--- src/rtl/uart_pkg.sv ---
// Shared definitions for the UART transmit path: FSM state encoding,
// default clocking constants and the bit-period calculation.
package uart_pkg;

    localparam int DEFAULT_CLK_FREQ = 125_000_000;
    localparam int DEFAULT_BAUD     = 115_200;

    localparam logic [1:0] ST_IDLE  = 2'd0;
    localparam logic [1:0] ST_START = 2'd1;
    localparam logic [1:0] ST_DATA  = 2'd2;
    localparam logic [1:0] ST_STOP  = 2'd3;

    function automatic int cycles_per_bit(input int clk_freq, input int baud);
        return clk_freq / baud;
    endfunction

endpackage

--- src/rtl/uart_tx_stream_byte_fifo.sv ---
// Synchronous show-ahead byte FIFO; the head entry is visible on rd_data
// whenever the FIFO is non-empty.
module byte_fifo #(
    parameter int DEPTH    = 16,
    parameter int PTR_SIZE = 4
) (
    input  logic                clk,
    input  logic                rst,
    input  logic                wr_en,
    input  logic [7:0]          wr_data,
    input  logic                rd_en,
    output logic [7:0]          rd_data,
    output logic                empty,
    output logic                full,
    output logic [PTR_SIZE:0]   level
);

    localparam logic [PTR_SIZE:0] DEPTH_L = (PTR_SIZE + 1)'(DEPTH);

    logic [7:0]          mem_q [DEPTH];
    logic [PTR_SIZE-1:0] wr_ptr_q;
    logic [PTR_SIZE-1:0] rd_ptr_q;
    logic [PTR_SIZE:0]   count_q;
    logic                push_s;
    logic                pop_s;

    assign empty   = (count_q == (PTR_SIZE + 1)'(0));
    assign full    = (count_q == DEPTH_L);
    assign push_s  = wr_en && !full;
    assign pop_s   = rd_en && !empty;
    assign rd_data = mem_q[rd_ptr_q];
    assign level   = count_q;

    // Pointers wrap naturally because DEPTH is a power of two.
    always_ff @(posedge clk or posedge rst) begin
        if (rst) begin
            wr_ptr_q <= '0;
            rd_ptr_q <= '0;
            count_q  <= '0;
        end else begin
            if (push_s) wr_ptr_q <= wr_ptr_q + PTR_SIZE'(1);
            if (pop_s)  rd_ptr_q <= rd_ptr_q + PTR_SIZE'(1);
            case ({push_s, pop_s})
                2'b10:   count_q <= count_q + (PTR_SIZE + 1)'(1);
                2'b01:   count_q <= count_q - (PTR_SIZE + 1)'(1);
                default: count_q <= count_q;
            endcase
        end
    end

    always_ff @(posedge clk) begin
        if (push_s) mem_q[wr_ptr_q] <= wr_data;
    end

endmodule

--- src/rtl/uart_tx_stream.sv ---
// 8N1 (or 8N2) UART transmitter fed by a valid/ready byte stream through a
// small FIFO; frames are sent back-to-back while bytes are queued.
module uart_tx_stream
    import uart_pkg::*;
#(
    parameter int CLK_FREQ   = DEFAULT_CLK_FREQ,
    parameter int BAUD       = DEFAULT_BAUD,
    parameter int STOP_BITS  = 1,
    parameter int FIFO_DEPTH = 16,
    parameter int PTR_SIZE   = 4
) (
    input  logic                clk,
    input  logic                rst,
    input  logic [7:0]          s_data,
    input  logic                s_valid,
    output logic                s_ready,
    output logic                txd,
    output logic                busy,
    output logic                tx_done,
    output logic [PTR_SIZE:0]   fifo_level
);

    localparam int                CPB       = cycles_per_bit(CLK_FREQ, BAUD);
    localparam logic [15:0]       CPB_LAST  = 16'(CPB - 1);
    localparam logic [0:0]        STOP_LAST = 1'(STOP_BITS - 1);
    localparam logic [PTR_SIZE:0] DEPTH_L   = (PTR_SIZE + 1)'(FIFO_DEPTH);

    if (CPB < 2 || CPB > 65535) begin : g_bad_cpb
        $fatal(1, "CYCLES_PER_BIT must lie within 2..65535");
    end
    if (STOP_BITS < 1 || STOP_BITS > 2) begin : g_bad_stop
        $fatal(1, "STOP_BITS must be 1 or 2");
    end
    if (FIFO_DEPTH != (1 << PTR_SIZE)) begin : g_bad_depth
        $fatal(1, "FIFO_DEPTH must equal 2**PTR_SIZE");
    end

    logic [1:0]        state_q, state_d;
    logic [15:0]       cnt_q, cnt_d;
    logic [2:0]        bit_idx_q, bit_idx_d;
    logic              stop_idx_q, stop_idx_d;
    logic [7:0]        tx_byte_q, tx_byte_d;
    logic              txd_q, busy_q, tx_done_q, s_ready_q;
    logic              fifo_empty_s, fifo_full_s, push_s, pop_s;
    logic              bit_end_s, frame_end_s, line_s;
    logic [7:0]        head_s;
    logic [PTR_SIZE:0] level_s, level_nxt_s;

    byte_fifo #(
        .DEPTH    (FIFO_DEPTH),
        .PTR_SIZE (PTR_SIZE)
    ) u_fifo (
        .clk     (clk),
        .rst     (rst),
        .wr_en   (push_s),
        .wr_data (s_data),
        .rd_en   (pop_s),
        .rd_data (head_s),
        .empty   (fifo_empty_s),
        .full    (fifo_full_s),
        .level   (level_s)
    );

    assign push_s      = s_valid && s_ready_q && !fifo_full_s;
    assign bit_end_s   = (cnt_q == CPB_LAST);
    assign frame_end_s = (state_q == ST_STOP) && bit_end_s && (stop_idx_q == STOP_LAST);
    assign pop_s       = !fifo_empty_s && ((state_q == ST_IDLE) || frame_end_s);

    // Occupancy after this edge; s_ready is registered from it so it is
    // never high while the FIFO is full.
    always_comb begin
        level_nxt_s = level_s;
        if (push_s && !pop_s) begin
            level_nxt_s = level_s + (PTR_SIZE + 1)'(1);
        end else if (pop_s && !push_s) begin
            level_nxt_s = level_s - (PTR_SIZE + 1)'(1);
        end else begin
            level_nxt_s = level_s;
        end
    end

    // Frame sequencer: bit timing, bit index and stop-bit index.
    always_comb begin
        state_d    = state_q;
        cnt_d      = cnt_q;
        bit_idx_d  = bit_idx_q;
        stop_idx_d = stop_idx_q;
        if (pop_s) begin
            tx_byte_d = head_s;
        end else begin
            tx_byte_d = tx_byte_q;
        end
        case (state_q)
            ST_IDLE: begin
                cnt_d = 16'd0;
                if (pop_s) begin
                    state_d = ST_START;
                end else begin
                    state_d = ST_IDLE;
                end
            end
            ST_START: begin
                if (bit_end_s) begin
                    cnt_d     = 16'd0;
                    bit_idx_d = 3'd0;
                    state_d   = ST_DATA;
                end else begin
                    cnt_d = cnt_q + 16'd1;
                end
            end
            ST_DATA: begin
                if (!bit_end_s) begin
                    cnt_d = cnt_q + 16'd1;
                end else if (bit_idx_q == 3'd7) begin
                    cnt_d      = 16'd0;
                    stop_idx_d = 1'b0;
                    state_d    = ST_STOP;
                end else begin
                    cnt_d     = 16'd0;
                    bit_idx_d = bit_idx_q + 3'd1;
                end
            end
            ST_STOP: begin
                if (!bit_end_s) begin
                    cnt_d = cnt_q + 16'd1;
                end else if (frame_end_s) begin
                    cnt_d   = 16'd0;
                    state_d = pop_s ? ST_START : ST_IDLE;
                end else begin
                    cnt_d      = 16'd0;
                    stop_idx_d = 1'b1;
                end
            end
            default: begin
                cnt_d   = 16'd0;
                state_d = ST_IDLE;
            end
        endcase
    end

    // Line level implied by the current state; registered once more on output.
    always_comb begin
        case (state_q)
            ST_START: line_s = 1'b0;
            ST_DATA:  line_s = tx_byte_q[bit_idx_q];
            default:  line_s = 1'b1;
        endcase
    end

    // State and output registers; reset forces the line idle at once.
    always_ff @(posedge clk or posedge rst) begin
        if (rst) begin
            state_q    <= ST_IDLE;
            cnt_q      <= 16'd0;
            bit_idx_q  <= 3'd0;
            stop_idx_q <= 1'b0;
            tx_byte_q  <= 8'd0;
            txd_q      <= 1'b1;
            busy_q     <= 1'b0;
            tx_done_q  <= 1'b0;
            s_ready_q  <= 1'b1;
        end else begin
            state_q    <= state_d;
            cnt_q      <= cnt_d;
            bit_idx_q  <= bit_idx_d;
            stop_idx_q <= stop_idx_d;
            tx_byte_q  <= tx_byte_d;
            txd_q      <= line_s;
            busy_q     <= (state_q != ST_IDLE) || !fifo_empty_s;
            tx_done_q  <= frame_end_s;
            s_ready_q  <= (level_nxt_s != DEPTH_L);
        end
    end

    assign s_ready    = s_ready_q;
    assign txd        = txd_q;
    assign busy       = busy_q;
    assign tx_done    = tx_done_q;
    assign fifo_level = level_s;

endmodule
--- config.mk ---
export PLATFORM = sky130hd
export DESIGN_NAME = uart_tx_stream
export DESIGN_NICKNAME = d
export VERILOG_FILES = /design/src/rtl/uart_pkg.sv /design/src/rtl/uart_tx_stream_byte_fifo.sv /design/src/rtl/uart_tx_stream.sv
export SDC_FILE = /design/constraint.sdc
export NUM_CORES = 1
export LEC_CHECK = 0
export ABC_AREA = 1
export BUFFER_PORTS_ARGS = -buffer_cell sky130_fd_sc_hd__buf_4
export CAP_MARGIN = 20
export CORE_MARGIN = 5
export CORE_UTILIZATION = 55
export DETAILED_ROUTE_END_ITERATION = 10
export PLACE_DENSITY = 0.68
export SYNTH_ARGS = -nofsm -noshare
export SYNTH_HDL_FRONTEND = slang
export SYNTH_SLANG_ARGS = --single-unit
--- constraint.sdc ---
create_clock -name clk -period 2.54 [get_ports clk]
set_input_delay 0 -clock clk [delete_from_list [all_inputs] [get_ports clk]]
set_output_delay 0 -clock clk [all_outputs]
set_load 0.01 [all_outputs]
-- Word level (Yosys, flattened, before mapping)
Memory sizes are Yosys's and may differ from the RTL's. A register that Yosys moved wholly into a read port is not among the register bits.
Cells that the tools add are included.
- flip-flop bits (word level): 39
- RAM bits: 128
- input bits: 11
- output and inout bits: 9
- memories kept: 1
- $add $sub $neg: 6
- magnitude comparators: 1
- eq/ne operators: 16
- mux-type cells: 26
- bitwise logic cells: 1
- reduce and logical (&&, ||, !) cells: 25
- memory list (memory ; words ; width ; read ports ; clocked after memory_dff ; write ports ; line ; text):
    u_fifo.mem_q ; 16 ; 8 ; 1 ; 1 ; 1 ; uart_tx_stream_byte_fifo.sv:20 ; logic [7:0] mem_q [DEPTH];
- operators with widths (cell ; number):
    $pmux W16 S2 ; 1
    $add A16 B1 Y16 const B ; 1
    $eq A16 B11 Y1 const B ; 1
    $mux W16 ; 1
    $ne A2 B2 Y1 const B ; 7
    $mux W2 ; 5
    $mux W5 ; 2
    $pmux W5 S2 ; 1
    $reduce_and A5 Y1 ; 2
    $logic_and A1 B1 Y1 ; 9
    $mux W3 ; 3
    $add A4 B1 Y4 const B ; 2
    $mux W1 ; 8
    $pmux W2 S4 ; 1
    $reduce_bool A2 Y1 ; 4
    $eq A2 B2 Y1 const B ; 3
    $pmux W3 S2 ; 1
    $add A5 B1 Y5 const B ; 1
    $eq A5 B5 Y1 const B ; 1
    $logic_not A5 Y1 ; 1
    $ne A5 B5 Y1 const B ; 1
    $sub A5 B1 Y5 const B ; 1
    $eq A2 B1 Y1 const B ; 2
    $logic_not A1 Y1 ; 4
    10 further kinds ; 12

-- Logic depth before layout (Yosys ltp)
Gate-level depths: netlist of the first run.
- depth after elaboration: 9
- mapped depth: 15
- depth with buffers taken out: 15

-- Hierarchy
A second synthesis of the first run with hierarchy kept.
- cells, all modules: 882
- area total of the unflattened synthesis: 8260.4 sq um
- modules (own cells, without submodules) (module ; times used ; cells an instance ; area each (sq um)):
    byte_fifo ; 1 ; 623 ; 6236.0
    uart_tx_stream ; 1 ; 259 ; 2024.4

-- Worst setup path before layout of the first run
OpenSTA, ideal clock, no wires.
- path type: reg2reg
- start point: register u_fifo.count_q[0] (netlist: u_fifo.level[0])
- end point: memory u_fifo.mem_q[11][0] (enable)
- setup time: 0.370 ns
- arrival: 1.632 ns
- path slack: 0.538 ns
- stages on the path, launching flop included: 8
- period minus slack after synthesis: 2.002 ns
- path through: dfrtp_1 > inv_1 > ha_1 > nand3_2 > nand2_1 > inv_2 > nand2_1 > nor2_1
- longest elaborated chain between the ends: 6
- ends and longest elaborated chain (what ; line ; text):
    start: declaration ; uart_tx_stream_byte_fifo.sv:23 ; logic [PTR_SIZE:0] count_q;
    start signal: assignment ; uart_tx_stream_byte_fifo.sv:44 ; 2'b10: count_q <= count_q + (PTR_SIZE + 1)'(1);
    start signal: assignment ; uart_tx_stream_byte_fifo.sv:45 ; 2'b01: count_q <= count_q - (PTR_SIZE + 1)'(1);
    start signal: assignment ; uart_tx_stream_byte_fifo.sv:46 ; default: count_q <= count_q;
    $eq A5 B5 Y1 (*) ; uart_tx_stream_byte_fifo.sv:28 ; assign full = (count_q == DEPTH_L);
    $logic_not A1 Y1 (*) ; uart_tx_stream_byte_fifo.sv:29, uart_tx_stream.sv:64 ;
    $logic_and A1 B1 Y1 ; uart_tx_stream.sv:64 ; assign push_s = s_valid && s_ready_q && !fifo_full_s;
    $logic_and A1 B1 Y1 (*) ; uart_tx_stream_byte_fifo.sv:29 ; assign push_s = wr_en && !full;
    $mux W1 (*) ; uart_tx_stream_byte_fifo.sv:52 ; if (push_s) mem_q[wr_ptr_q] <= wr_data;
    $mux W1 (implied by the code) (*) ; uart_tx_stream_byte_fifo.sv:52 ;
    end: declaration ; uart_tx_stream_byte_fifo.sv:20 ;
Every way passes the cells marked *; elsewhere a longest branch is shown, timed or not.

-- Worst setup path in the final report of the first run
- start point: register cnt_q[0]
- end point: register u_fifo.count_q[3] (netlist: u_fifo.level[3])
- longest elaborated chain between the ends: 8
- elaborated cells on any way between the ends: 10
- those cells by class: 3 x eq/ne; 1 x mux; 6 x reduce/logical
- ends and longest elaborated chain (what ; line ; text):
    start: declaration ; uart_tx_stream.sv:39 ; logic [15:0] cnt_q, cnt_d;
    start signal: assignment ; uart_tx_stream.sv:164 ; cnt_q <= cnt_d;
    $eq A16 B11 Y1 (*) ; uart_tx_stream.sv:65 ; assign bit_end_s = (cnt_q == CPB_LAST);
    $logic_and A1 B1 Y1 (*) (2 in series) ; uart_tx_stream.sv:66 ; assign frame_end_s = (state_q == ST_STOP) && bit_end_s && (stop_idx_q == STOP_LAST);
    $logic_or A1 B1 Y1 (*) ; uart_tx_stream.sv:67 ; assign pop_s = !fifo_empty_s && ((state_q == ST_IDLE) || frame_end_s);
    $logic_and A1 B1 Y1 (*) ; uart_tx_stream.sv:67 ;
    named net pop_s ; uart_tx_stream.sv:44 ; logic fifo_empty_s, fifo_full_s, push_s, pop_s;
    $logic_and A1 B1 Y1 (*) ; uart_tx_stream_byte_fifo.sv:30 ; assign pop_s = rd_en && !empty;
    $eq A2 B1 Y1 or $eq A2 B2 Y1 (tied branches) ; uart_tx_stream_byte_fifo.sv:43 ; case ({push_s, pop_s})
    $pmux W5 S2 or $reduce_bool A2 Y1 (tied branches) ; -- ;
The timed path passes the listed nets; every way through them passes the cells marked *.
A chain may end at the register's enable or synchronous reset.

==> flow_summary.toml, run 1 <==
[pwr]
power.density_nw_per_um2 = 779
ir_worst_vdd_mv = 0.635
p_sw_mw = 1.85
power.share.combinational_pct = 13.1
internal-power_mw = 5.04
p_leak_nw = 3.39
p_seq_share_pct = 50.8
switching_share_pct = 26.8
clock_power_share_pct = 36.0

[yosys]
yosys.area_share.simple_pct = 16.9
syn_area_um2 = 7780
synth_seq_cells = 175
synthTopCellsByArea = "edfxtp_1 (49%), dfrtp_1 (14%), nor2_1 (6.7%)"
synthDistinctLibCells = 35
synth_adder_area_share_pct = 2.73
synth_mux_area_share_pct = 0.257
syn_area_per_cell_um2 = 10.8
yosys.area.top_type = "edfxtp_1"
synthesis.nets = 751
synth_top_family_by_area = "simple AND/OR/NAND/NOR gates"
synth_xor_area_share_pct = 1.46
ys_seq_area_share_pct = 64.6
yosysTopAreaCellShare_pct = 49.4
synth_cells = 723
synth-compound-area-share_pct = 9.28
synth-edff-count = 128
yosys_warnings = 0
ys.flop_type = "edfxtp_1"
ys_async_sr_fraction_pct = 26.9

[drt]
drtIter0Drc = 588
routedWlPerCell_um = 16.8
totalWireLength_um = 16100
dr.pass1.iters = 5
drtAntennaViolNets = 0
num_vias = 5222
route.detailed.drc = 0
vias_per_cell = 5.45

[timing]
slew_headroom_pct = 60.0
fmax_ghz = 0.446
finalSetupTns_ps = 0
rsz0062_at_grt = "no"
drv_slew = 0
holdWs_ps = 11.5
finClkSkew_ps = 10.0
min_period_ps = 2240
worst_slew_pin_slew_ps = 599
fin_ws_ps = 299
hold_viol = 0
setup_viol_count_final = 0
fin_crit_sh_pct = 88.2

[clock_network]
root_buffer = "clkbuf_16"
cts.sink_count = 175
cts_buffers = 17
cts_tree = "built"
path_clk_slew_ps = 70
clk_path_buf_depth = 2
clk_latency_ps = 430
cts.htree.levels = 4
postCtsSetupBuffers = 0

[critical_path]
reg2reg_depth = 15
reg2reg_to = "u_fifo.level[3]"
path_max_fanout = 15
required_ps = 2850
critPathArrivalTime_ps = 2550
r2r_start = "cnt_q[0]"
critical_path_class = "flip-flop to flip-flop"
cp_slowest_cell = "dfrtp_1"
cp_slowest_stage_delay_ps = 420
path_cells = "inv_1, ha_1, inv_1, nor2_1, nand2_1, nor2_1, nand3_2, nand2_4, nand2_4, inv_4, ha_1, inv_2, o21ai_0, a21oi_1, a21oi_1"
crit_path_end_kind = "flip-flop"
critPathLaunchType = "flip-flop"
r2r_slack_ps = 300

[finish]
finalNonFillerCells = 959
drive_above_1_share_pct = 13.2
nNetsFinal = 794
multiInputGateArea_um2 = 2380
final_area_um2 = 8840
ff_latch_area_um2 = 5020
n_fill_cell = 1103
num_antenna_cells = 0
area_growth_syn_to_layout_pct = 13.6

[placement]
placed_cell_area_um2 = 8170
port_buffers = 19
dp_hpwl_um = 10200
gp_congestion = 0.864
place_ws_ps = 223
dp_cells = 917

[flow_run]
cap_violations = 0

[floorplanning]
rows = 43
start_util_pct = 56.0
die_x_um = 129
core_area_um2 = 13900
dieArea_um2 = 16600
pin_count = 20
die_h_um = 129

[global_route]
gr-total-overflow = 0
track_usage_pct = 20.6
grt_pass1_vias = 4961
grt_max_degree = 66
antenna_found_initial = 0
grt_pass1_wl_um = 26200

[hold_path]
hp-class = "input port to async pin"

[status]
outcome = "finished, final reports clean"
-- logic make-up after synthesis --
| family | after synthesis |
|---|---|
| buffers and inverters | 84 |
| XOR/XNOR | 13 |
| flip-flops | 175 |
| AND/OR/NAND/NOR | 306 |
| multiplexers | 2 |
| adder cells (fa/ha/maj) | 17 |
| AO/OA/AOI/OAI | 126 |
-- state kept, by name, indices dropped and copies added, names as in the netlist --
register         cells
u_fifo.wr_ptr_q      4
state_q              2
busy                 1
u_fifo.mem_q       128
bit_idx_q            3
tx_byte_q            8
cnt_q               16
u_fifo.level         5
tx_done              1
stop_idx_q           1
txd                  1
s_ready              1
u_fifo.rd_ptr_q      4
-- worst max-delay path: cells and delay by family (launching register included) --
kind | cells | cell delay [ps]
AOI/OAI and AO/OA | 3 | 260
DFF | 1 | 420
buffers and inverters | 4 | 370
adders and majority gates | 2 | 460
and+or+nand+nor | 6 | 600
-- per-layer routing --
metal  GRT usage (%)  vias to the layer above  part of all wire [%]
met5               0                        -                     0
met4            4.57                        0                  0.81
met3            5.02                       10                   5.4
met2            33.4                      117                    50
met1            28.5                     2529                    44
li1                -                     2566                     -
-- how the worst max path moves through the flow --
| stage | start | endpoint |
|---|---|---|
| final | cnt_q[0] | u_fifo.level[3] |
| after global placement | cnt_q[0] | u_fifo.level[3] |
| after global routing | cnt_q[0] | u_fifo.level[3] |
| after CTS | cnt_q[0] | u_fifo.level[3] |
| after floorplan | u_fifo.level[0] | u_fifo.mem_q[11][0] |
| after detailed placement | cnt_q[0] | u_fifo.level[3] |
-- cells in the mapped netlist, types with 2 or more instances --
cell	n
nor2_1	138
xnor2_1	3
nand3_2	3
nor2_4	4
inv_1	49
nand4_1	4
buf_2	8
mux2i_1	2
xor2_1	10
o21ai_0	68
edfxtp_1	128
nor3_1	7
nand3_1	40
o21ai_1	12
nand2_2	4
nor2_2	5
nand2_1	96
buf_4	5
nand2_4	2
o211ai_1	34
dfstp_2	2
buf_6	4
dfrtp_1	45
inv_2	6
clkbuf_1	10
a21oi_1	9
ha_1	17
-- stage by stage --
stage / power, mW / utilization [%]
after floorplan: 4.09 / -
after global placement: 4.40 / 58.9
after detailed placement: 4.44 / 58.9
after CTS: 6.92 / 63.5
after global routing: 7.20 / 63.7
final: 6.89 / 63.7
-- placed cells by master (no fill, tap or decap), drive strengths merged, types with 10 or more instances in the layout --
cell,instances
nor2,147
edfxtp,128
nand2,102
o21ai,80
inv,63
dfrtp,45
buf,43
nand3,43
o211ai,34
clkbuf,18
ha,17
xor2,10
-- power groups by stage --
stage          sequential (mW)  clock, mW  combinational (mW)
5_1_grt                   3.53       2.66                1.01
3_5_place_dp              3.56          0               0.879
3_3_place_gp              3.55          0               0.854
6_report                  3.50       2.48               0.905
4_1_cts                   3.50       2.52               0.902
2_1_floorplan             3.53          0               0.563
-- final cells by class --
type                       count  share of cell area [%]
sequential                   175                    56.8
multi-input combinational    464                    26.9
timing repair buffer          52                    4.95
clock buffer                  18                    4.85
tap                          180                    2.55
inverter                      56                    2.41
clock inverter                14                    1.46
-- what timing repair did --
action                                 in CTS  in global routing
endpoints found under the hold margin     173                  0
setup endpoints to repair                   0                  1
hold buffers                                9                  0
gates resized for setup                     0                  2
(Power assumes the default switching activity.)
==> run 2: changes to the inputs <==
CORE_MARGIN = not set   (was 5)
==> run 2 against run 1 <==
Register-to-register slack got worse by 80 ps. Die area is 12% lower. First-iteration DRC count up 16%. Final cell count down 0.31%. Sequential share of layout area shrank 0.17 points. Critical path depth is the same. Setup slack worse by 78 ps. Worst hold slack better by 13 ps. Sequential cell count is the same. Non-clock buffer count down 1. Total power is 1.5% higher. Critical path type unchanged. Critical endpoint unchanged. Maximum frequency shrank 3.4%.
==> flow_summary.toml, run 2 (same netlist as run 1, synthesis figures left out) <==
[floorplanning]
core_area_um2 = 13800
pin_count = 20
start_util_pct = 56.3
rows = 43
die_x_um = 121
die_h_um = 121
dieArea_um2 = 14600

[timing]
fin_crit_sh_pct = 91.3
min_period_ps = 2320
finClkSkew_ps = 11.5
worst_slew_pin_slew_ps = 590
setup_viol_count_final = 0
fin_ws_ps = 221
drv_slew = 0
hold_viol = 0
rsz0062_at_grt = "no"
holdWs_ps = 24.1
fmax_ghz = 0.431
finalSetupTns_ps = 0
slew_headroom_pct = 60.6

[flow_run]
cap_violations = 0

[pwr]
power.density_nw_per_um2 = 789
p_seq_share_pct = 50.1
switching_share_pct = 26.5
p_leak_nw = 3.40
p_total_mw = 6.99
power.share.combinational_pct = 13.0
p_sw_mw = 1.85
internal-power_mw = 5.14
clock_power_share_pct = 37.0
ir_worst_vdd_mv = 0.726

[drt]
drtAntennaViolNets = 0
route.detailed.drc = 0
vias_per_cell = 5.59
dr.pass1.iters = 5
routedWlPerCell_um = 17.2
num_vias = 5340
drtIter0Drc = 682
totalWireLength_um = 16400

[clock_network]
clk_latency_ps = 430
cts_tree = "built"
cts_buffers = 17
clk_path_buf_depth = 2
path_clk_slew_ps = 70
root_buffer = "clkbuf_16"
cts.htree.levels = 4
cts.sink_count = 175

[placement]
gp_congestion = 0.814
dp_hpwl_um = 10100
place_ws_ps = 207
port_buffers = 19

[finish]
drive_above_1_share_pct = 12.9
reg.largest.list = "u_fifo.mem_q: 128 flops, cnt_q: 16 flops, tx_byte_q: 8 flops"
area_growth_syn_to_layout_pct = 14.0
layout_common_cells = "nor2_1 (138), edfxtp_1 (128), nand2_1 (96)"
max_flop_register = "u_fifo.mem_q"
nNetsFinal = 793
final_core_util_pct = 64.1
largest_reg_flops = 128
num_antenna_cells = 0
final_common_cell = "nor2_1"

[global_route]
grt_pass1_vias = 5010
antenna_found_initial = 0
grt_max_degree = 68
gr-total-overflow = 0
track_usage_pct = 24.0
grt_pass1_wl_um = 25900

[hold_path]
hp-class = "input port to async pin"

[status]
outcome = "finished, final reports clean"

[critical_path]
critPathLaunch = "cnt_q[0]"
required_ps = 2850
r2r_start = "cnt_q[0]"
crit_path_end_kind = "flip-flop"
critPathLaunchType = "flip-flop"
critPathArrivalTime_ps = 2630
path_max_fanout = 15
critical_path_class = "flip-flop to flip-flop"
==> run 2: cell count changes in the layout (fill, tap and decap cells not counted) <==
| cell | before | now |
|---|---|---|
| bufinv_16 | 1 | 2 |
| clkinv_2 | 2 | 0 |
| inv_1 | 47 | 48 |
| dfrtp_1 | 43 | 44 |
| inv_2 | 8 | 7 |
| buf_12 | 2 | 3 |
| clkinv_1 | 2 | 1 |
| inv_6 | 5 | 4 |
| clkinv_4 | 0 | 2 |
| dfrtp_2 | 2 | 1 |
| clkbuf_1 | 1 | 0 |
| buf_4 | 41 | 39 |
==> run 2: per-stage QoR <==
| step | cells | area (µm²) |
|---|---|---|
| 2_1_floorplan | 723 | 7780 |
| 3_3_place_gp | 916 | 8180 |
| 3_5_place_dp | 916 | 8180 |
| 4_1_cts | 955 | 8840 |
| 5_1_grt | 956 | 8870 |
| 6_report | 956 | 8870 |
==> run 2: per-layer routing <==
metal	track usage (%)	share of wire [%]	wire length [µm]	vias to the layer above
met5	0	0	0	-
met4	7.18	1.6	263	0
met3	5.87	5.4	885	17
met2	40.1	51	8300	167
met1	30.9	42	6980	2588
li1	-	-	-	2568
==> run 2: timing repair <==
| action | 4_1_cts | 5_1_grt |
|---|---|---|
| setup endpoints to repair | 0 | 1 |
| buffers inserted | 0 | 0 |
| resized for setup | 0 | 1 |
| endpoints found under the hold margin | 173 | 0 |
| hold buffers | 9 | 0 |
==> run 2: worst paths after layout <==
kind | endpoint | slack, ps | cells past startpoint
worst max-delay path | u_fifo.level[3] | 220 | 15
worst min-delay path | cnt_q[9] | 20 | 3
worst max register to register | u_fifo.level[3] | 220 | 15
worst min register to register | tx_done | 460 | 1
max in group asynchronous | s_ready | 2000 | 4
min in group clk | s_ready | 160 | 9
==> run 2: layout make-up <==
class	instances	area, µm²
flip-flops and latches	175	5020
fillers	1041	4960
multi-input cells	464	2380
repair buffers	51	443
clock buffers	17	425
well taps	180	225
inverters	56	213
clock inverters	13	154
==> run 2: power by group through the flow <==
| stage | Clock [mW] | Sequential (mW) | Combinational [mW] |
|---|---|---|---|
| finish | 2.59 | 3.50 | 0.906 |
| global route | 2.73 | 3.53 | 1.01 |
| CTS | 2.62 | 3.50 | 0.899 |
| detailed placement | 0 | 3.56 | 0.882 |
| global placement | 0 | 3.55 | 0.855 |
| floorplan | 0 | 3.53 | 0.563 |
==> run 2: critical path: stages, from the launching register on <==
cell	delay [ps]
dfrtp_1	420
inv_1	70
ha_1	170
inv_1	40
nor2_1	80
nand2_1	50
nor2_1	110
nand3_2	140
nand2_4	100
nand2_4	130
inv_4	140
ha_1	290
inv_1	160
o21ai_0	110
a21oi_1	130
a21oi_1	60
